## src/rtl/muldiv_unit.sv

```systemverilog
// muldiv_unit: iterative multiply/divide unit for the MIPS execute stage.
// Radix-2 shift-add multiply and restoring divide, WIDTH steps each, followed
// by one sign-fix cycle that commits hi/lo and pulses done.
module muldiv_unit #(
  parameter int WIDTH = 16
) (
  input  logic             clk,
  input  logic             rst,
  input  logic             start,
  input  logic [1:0]       op,
  input  logic [WIDTH-1:0] a,
  input  logic [WIDTH-1:0] b,
  input  logic             flush,
  output logic             busy,
  output logic             done,
  output logic [WIDTH-1:0] hi,
  output logic [WIDTH-1:0] lo,
  output logic             div_by_zero
);

  localparam int CW = $clog2(WIDTH) + 1;

  typedef enum logic [2:0] {
    IDLE = 3'd0,
    MUL  = 3'd1,
    DIV  = 3'd2,
    FIX  = 3'd3,
    DONE = 3'd4
  } state_t;

  state_t state, state_next;

  logic [CW-1:0]      count;
  logic [2*WIDTH-1:0] acc;      // product accumulator; low half doubles as quotient
  logic [WIDTH:0]     rem;      // partial remainder, one extra bit for the trial borrow
  logic [WIDTH-1:0]   opnd;     // |a| for multiply, |b| for divide
  logic [WIDTH-1:0]   a_orig;   // raw dividend, returned in hi on divide by zero
  logic               is_div;
  logic               neg_q;    // product / quotient must be negated
  logic               neg_r;    // remainder must be negated (negative dividend)
  logic               dz;

  logic               accept;
  logic               commit;
  logic               last_step;

  logic [WIDTH-1:0]   a_abs, b_abs;
  logic [WIDTH:0]     mul_sum;
  logic [2*WIDTH-1:0] mul_acc;
  logic [WIDTH:0]     div_shift, div_trial, div_rem;
  logic               div_ok;
  logic [WIDTH-1:0]   div_q;
  logic [2*WIDTH-1:0] prod_fix;
  logic [WIDTH-1:0]   quo_fix, rem_fix;
  logic [WIDTH-1:0]   fix_hi, fix_lo;

  assign busy      = (state == MUL) || (state == DIV) || (state == FIX);
  assign done      = (state == DONE);
  assign last_step = (count == CW'(1));

  // Operand magnitudes for signed ops; the most-negative value maps to itself,
  // which is the correct unsigned magnitude.
  assign a_abs = (op[0] && a[WIDTH-1]) ? -a : a;
  assign b_abs = (op[0] && b[WIDTH-1]) ? -b : b;

  // Multiply step: add multiplicand when the multiplier LSB is set, then shift right.
  assign mul_sum = {1'b0, acc[2*WIDTH-1:WIDTH]} + (acc[0] ? {1'b0, opnd} : '0);
  assign mul_acc = {mul_sum, acc[WIDTH-1:1]};

  // Divide step: shift in the next dividend bit and trial-subtract the divisor.
  // rem[WIDTH] is zero after every restore; including it keeps the compare exact.
  assign div_shift = {rem[WIDTH-1:0], acc[WIDTH-1]};
  assign div_trial = div_shift - {1'b0, opnd};
  assign div_ok    = rem[WIDTH] | ~div_trial[WIDTH];
  assign div_rem   = div_ok ? div_trial : div_shift;
  assign div_q     = {acc[WIDTH-2:0], div_ok};

  // State register.
  always_ff @(posedge clk or negedge rst) begin
    // NOTE: sequential state uses non-blocking assignments so every flop
    // samples pre-edge values regardless of statement order.
    if (!rst) state <= IDLE;
    else      state <= state_next;
  end

  // Next-state logic plus the accept/commit strobes for the datapath.
  always_comb begin
    // NOTE: every output of this block is defaulted first so no path leaves a
    // variable unassigned, which would otherwise infer a latch.
    state_next = state;
    accept     = 1'b0;
    commit     = 1'b0;
    case (state)
      IDLE, DONE: begin
        if (start) begin
          accept     = 1'b1;
          state_next = op[1] ? DIV : MUL;
        end else begin
          state_next = IDLE;
        end
      end
      MUL, DIV: begin
        if (last_step) state_next = FIX;
      end
      FIX: begin
        commit     = 1'b1;
        state_next = DONE;
      end
      default: state_next = IDLE;
    endcase
    // Pipeline flush wins over everything, including a new start.
    if (flush) begin
      state_next = IDLE;
      accept     = 1'b0;
      commit     = 1'b0;
    end
  end

  // Sign correction and divide-by-zero override of the raw iteration result.
  // Signed overflow (most-negative / -1) falls out naturally: the quotient
  // magnitude equals the dividend and negating it yields the same bits.
  always_comb begin
    prod_fix = neg_q ? -acc : acc;
    quo_fix  = neg_q ? -acc[WIDTH-1:0] : acc[WIDTH-1:0];
    rem_fix  = neg_r ? -rem[WIDTH-1:0] : rem[WIDTH-1:0];
    if (!is_div) begin
      fix_hi = prod_fix[2*WIDTH-1:WIDTH];
      fix_lo = prod_fix[WIDTH-1:0];
    end else if (dz) begin
      fix_hi = a_orig;
      fix_lo = '1;
    end else begin
      fix_hi = rem_fix;
      fix_lo = quo_fix;
    end
  end

  // Datapath: operand capture on accept, one iteration per cycle, commit in FIX.
  always_ff @(posedge clk or negedge rst) begin
    if (!rst) begin
      count       <= '0;
      acc         <= '0;
      rem         <= '0;
      opnd        <= '0;
      a_orig      <= '0;
      is_div      <= 1'b0;
      neg_q       <= 1'b0;
      neg_r       <= 1'b0;
      dz          <= 1'b0;
      hi          <= '0;
      lo          <= '0;
      div_by_zero <= 1'b0;
    end else begin
      if (accept) begin
        count  <= CW'(WIDTH);
        a_orig <= a;
        is_div <= op[1];
        neg_q  <= op[0] & (a[WIDTH-1] ^ b[WIDTH-1]);
        neg_r  <= op[0] & op[1] & a[WIDTH-1];
        dz     <= op[1] & (b == '0);
        rem    <= '0;
        if (op[1]) begin
          opnd <= b_abs;
          acc  <= {{WIDTH{1'b0}}, a_abs};
        end else begin
          opnd <= a_abs;
          acc  <= {{WIDTH{1'b0}}, b_abs};
        end
      end else if (!flush && state == MUL) begin
        acc   <= mul_acc;
        count <= count - 1'b1;
      end else if (!flush && state == DIV) begin
        acc[WIDTH-1:0] <= div_q;
        rem            <= div_rem;
        count          <= count - 1'b1;
      end
      if (commit) begin
        hi          <= fix_hi;
        lo          <= fix_lo;
        div_by_zero <= dz;
      end
    end
  end

endmodule

```

## config.mk

```make
export PLATFORM = sky130hd
export DESIGN_NAME = muldiv_unit
export DESIGN_NICKNAME = d
export VERILOG_FILES = /design/src/rtl/muldiv_unit.sv
export SDC_FILE = /design/constraint.sdc
export NUM_CORES = 1
export LEC_CHECK = 0
export ABC_AREA = 1
export CAP_MARGIN = 20
export CORE_UTILIZATION = 45
export CTS_CLUSTER_DIAMETER = 30
export DETAILED_ROUTE_END_ITERATION = 7
export GPL_ROUTABILITY_DRIVEN = 0
export HOLD_SLACK_MARGIN = 0.02
export PLACE_DENSITY_LB_ADDON = 0.15
export SLEW_MARGIN = 20
export SYNTH_ARGS = -nofsm -noshare
export SYNTH_HDL_FRONTEND = slang
export SYNTH_SLANG_ARGS = --single-unit
export TNS_END_PERCENT = 1
```

## constraint.sdc

```tcl
create_clock -name clk -period 2.25 [get_ports clk]
set_clock_uncertainty 0.2 [all_clocks]
set_input_delay 0.225 -clock clk [delete_from_list [all_inputs] [get_ports clk]]
set_output_delay 0.225 -clock clk [all_outputs]
set_load 0.005 [all_outputs]
```

==> impl_metrics.ini <==
[status]
status = finished with violations
violations = negative setup slack

[cts]
worstSkewPairLatency_ps = 430
path_clk_slew_ps = 60
cts_tree = yes
clk_path_buf_depth = 2
cts-root-buf = clkbuf_16
numCtsBuffers = 17
cts_sinks = 126
cts_max_level = 4

[critical_path]
crit_fanout = 6
crit_type = register to register
critPathBufInv = 2
worstPathArrival_ps = 2500
slowest_delay_ps = 420
worst_path_max_delay_cell = dfrtp_1
crit_chain = ha_4, fa_2, inv_2, nand2_2, nand2_2, nand3_2, nand2_2, nand2_2, nand2_2, nand2_4, nand2_8, buf_8, nand3_2, nand3_2, nand2_2
path_common_cell = nand2_2
cp_top_family = simple AND/OR/NAND/NOR gates
worstPathRequired_ps = 2370
worst_setup_path_start_kind = register
end_kind = register

[floorplanning]
fp-row-count = 53
ios = 73
fp.coreArea_mm2 = 0.0210
die_y_um = 148
die_w_um = 148
start_util = 0.458
dieArea_mm2 = 0.0220

[power_and_ir_drop]
vdd_ir_drop_max_mv = 0.583
power_leakage_nw = 6.36
powerDensity_mw_per_mm2 = 1560

[yosys]
ys_warn_count = 0
synthSimpleGateAreaFrac = 0.349
synth-xor-area-share = 0.0328
ys_types = 42
yosysSeqAreaShare = 0.328
syn-cell-area_mm2 = 0.00962
avgSynthCellArea_um2 = 6.59
yosysMostFrequentCell = nand2_1
synth-compound-area-share = 0.142
synth_nets = 1538
synth_ff_type = dfrtp_1
yosys.area.top_type = dfrtp_1
muxShareOfSynthArea = 0
synthAdderAreaFrac = 0.0536
synth-edff-count = 0
synth_common_cells = nand2_1 (425), inv_1 (173), nand3_1 (159)
netlist_instances = 1460
synth_top_area_share = 0.328
ys_async_sr_fraction = 1.00
synth_top_family_by_area = simple AND/OR/NAND/NOR gates
synth-seq-cells = 126
ys_top_cells_by_area = dfrtp_1 (33%), nand2_1 (17%), nand3_1 (8.3%)

[timing]
tightestPinTransition_ps = 564
max_slew_margin = 0.624
finalSetupTns_ps = -1610
postLayoutSetupSlackWorst_ps = -122
setup_violations = 18
min_period_ps = 2370
rsz0062_at_grt = true
period_share = 1.05
max_freq_mhz = 422
hold_viol = 0
drv_slew = 0

[detailed_routing]
routedWlPerCell_um = 17.4
wl_um = 33500
drc = 0
drt_first_pass_iters = 6
drt-initial-drc-count = 911
ant_nets = 0
vias = 10600
via_per_inst = 5.52

[place]
dpl.hpwl_um = 25800
dp_slack_ps = -162
port_buffers = 72
postPlaceCellArea_mm2 = 0.0115
dp_cells = 1892

[final_layout]
fillers = 1958
fin_area_mm2 = 0.0126
fin_nets = 1718
diodes = 0
stdcell_count = 1928
area_growth_pct = 30.5
drive_gt1_frac = 0.158

[grt]
grt_use_total = 0.311
antenna_found_initial = 0
grt_pass1_wl_um = 52500
grt_pass1_vias = 10200
grt_max_degree = 53
overflow = 0

[job]
maxCapViolations = 0

[min_path]
hp-class = input port to asynchronous set/reset pin
[worst register-to-register path: stages (launching register included)]
cell and delay (ps):
dfrtp_1 420, ha_4 210, fa_2 400, inv_2 60, nand2_2 40, nand2_2 70, nand3_2 70, nand2_2 90
nand2_2 70, nand2_2 90, nand2_4 70, nand2_8 130, buf_8 140, nand3_2 70, nand3_2 90, nand2_2 50
[sequential cells by signal, summed over array words and instances (netlist names)]
register     flops
acc             32
rem             17
a_orig          16
hi              16
lo              16
opnd            16
count            5
state            3
div_by_zero      1
dz               1
is_div           1
neg_q            1
neg_r            1
[logic make-up (layout without fill, tap and decap cells)]
kind of cell	count (synthesis)	after routing
AND/OR/NAND/NOR	783	784
AO/OA/AOI/OAI	247	247
buffers and inverters	228	420
flip-flops	126	126
adder cells (fa/ha/maj)	40	40
XOR/XNOR	36	36
[stage by stage]
stage | util | hold WS (ps) | total power, W
after floorplan | - | -271 | 0.0108
after global placement | 0.548 | -77.2 | 0.0152
after detailed placement | 0.548 | -72.8 | 0.0153
after CTS | 0.583 | 34.7 | 0.0187
after global routing | 0.597 | 57.8 | 0.0211
final | 0.597 | 32.3 | 0.0196
[layout by cell type (no fill, tap or decap), types with 10 or more instances in the layout]
cell / n
xor2_1: 27
o22ai_1: 14
nand2_1: 411
buf_4: 123
nand3_2: 17
clkbuf_16: 17
nand4_1: 16
nor2_1: 133
a21oi_2: 11
nand3_1: 141
clkdlybuf4s50_1: 71
nand2_2: 15
o211ai_1: 14
a21oi_1: 69
ha_1: 30
inv_2: 11
a22oi_1: 10
o21ai_0: 91
nand3b_1: 13
o21ai_1: 10
inv_1: 169
dfrtp_1: 126
a31oi_1: 13
[final cells by class]
type	count	area, um2	area share
multi-input cells	1107	5920	0.472
flip-flops and latches	126	3150	0.251
repair buffers	205	1800	0.144
inverters	183	689	0.0549
clock buffers	17	425	0.0339
well taps	275	344	0.0274
clock inverters	15	211	0.0168
[report_power, final]
| group | total [W] | leakage, nW | internal, W | switching, W |
|---|---|---|---|---|
| clock network | 0.00306 | 0.302 | 0.00187 | 0.00119 |
| registers | 0.00429 | 1.60 | 0.00327 | 0.00102 |
| logic | 0.0123 | 4.47 | 0.00513 | 0.00714 |
| total | 0.0196 | 6.36 | 0.0103 | 0.00935 |
[repair_timing]
action                                 in CTS  in global routing
gates cloned                                1                  1
hold buffers                                1                  0
setup buffers                               1                  0
setup endpoints to repair                  28                 43
gates resized for setup                    17                 70
pin swaps                                   7                 28
endpoints found under the hold margin     126                  0
[path summary, 6_finish.rpt]
check                           endpoint  depth (start not counted)  startpoint  slack (ps)
worst max-delay path              rem[5]                         15     opnd[0]        -120
worst min-delay path             rem[11]                          2         rst          30
worst max register to register    rem[5]                         15     opnd[0]        -120
worst min register to register    hi[13]                          2      hi[13]         290
max in group asynchronous        opnd[4]                          3         rst        1140
min in group clk                state[1]                          3       op[1]         280
[metal layers]
layer / vias to the layer above / wire length (um) / GRT usage
met5: - / 0 / 0
met4: 0 / 1550 / 0.154
met2: 434 / 14400 / 0.472
met1: 4974 / 15100 / 0.431
met3: 90 / 2430 / 0.0485
li1: 5150 / - / -
Power figures use the tool's default switching activity.
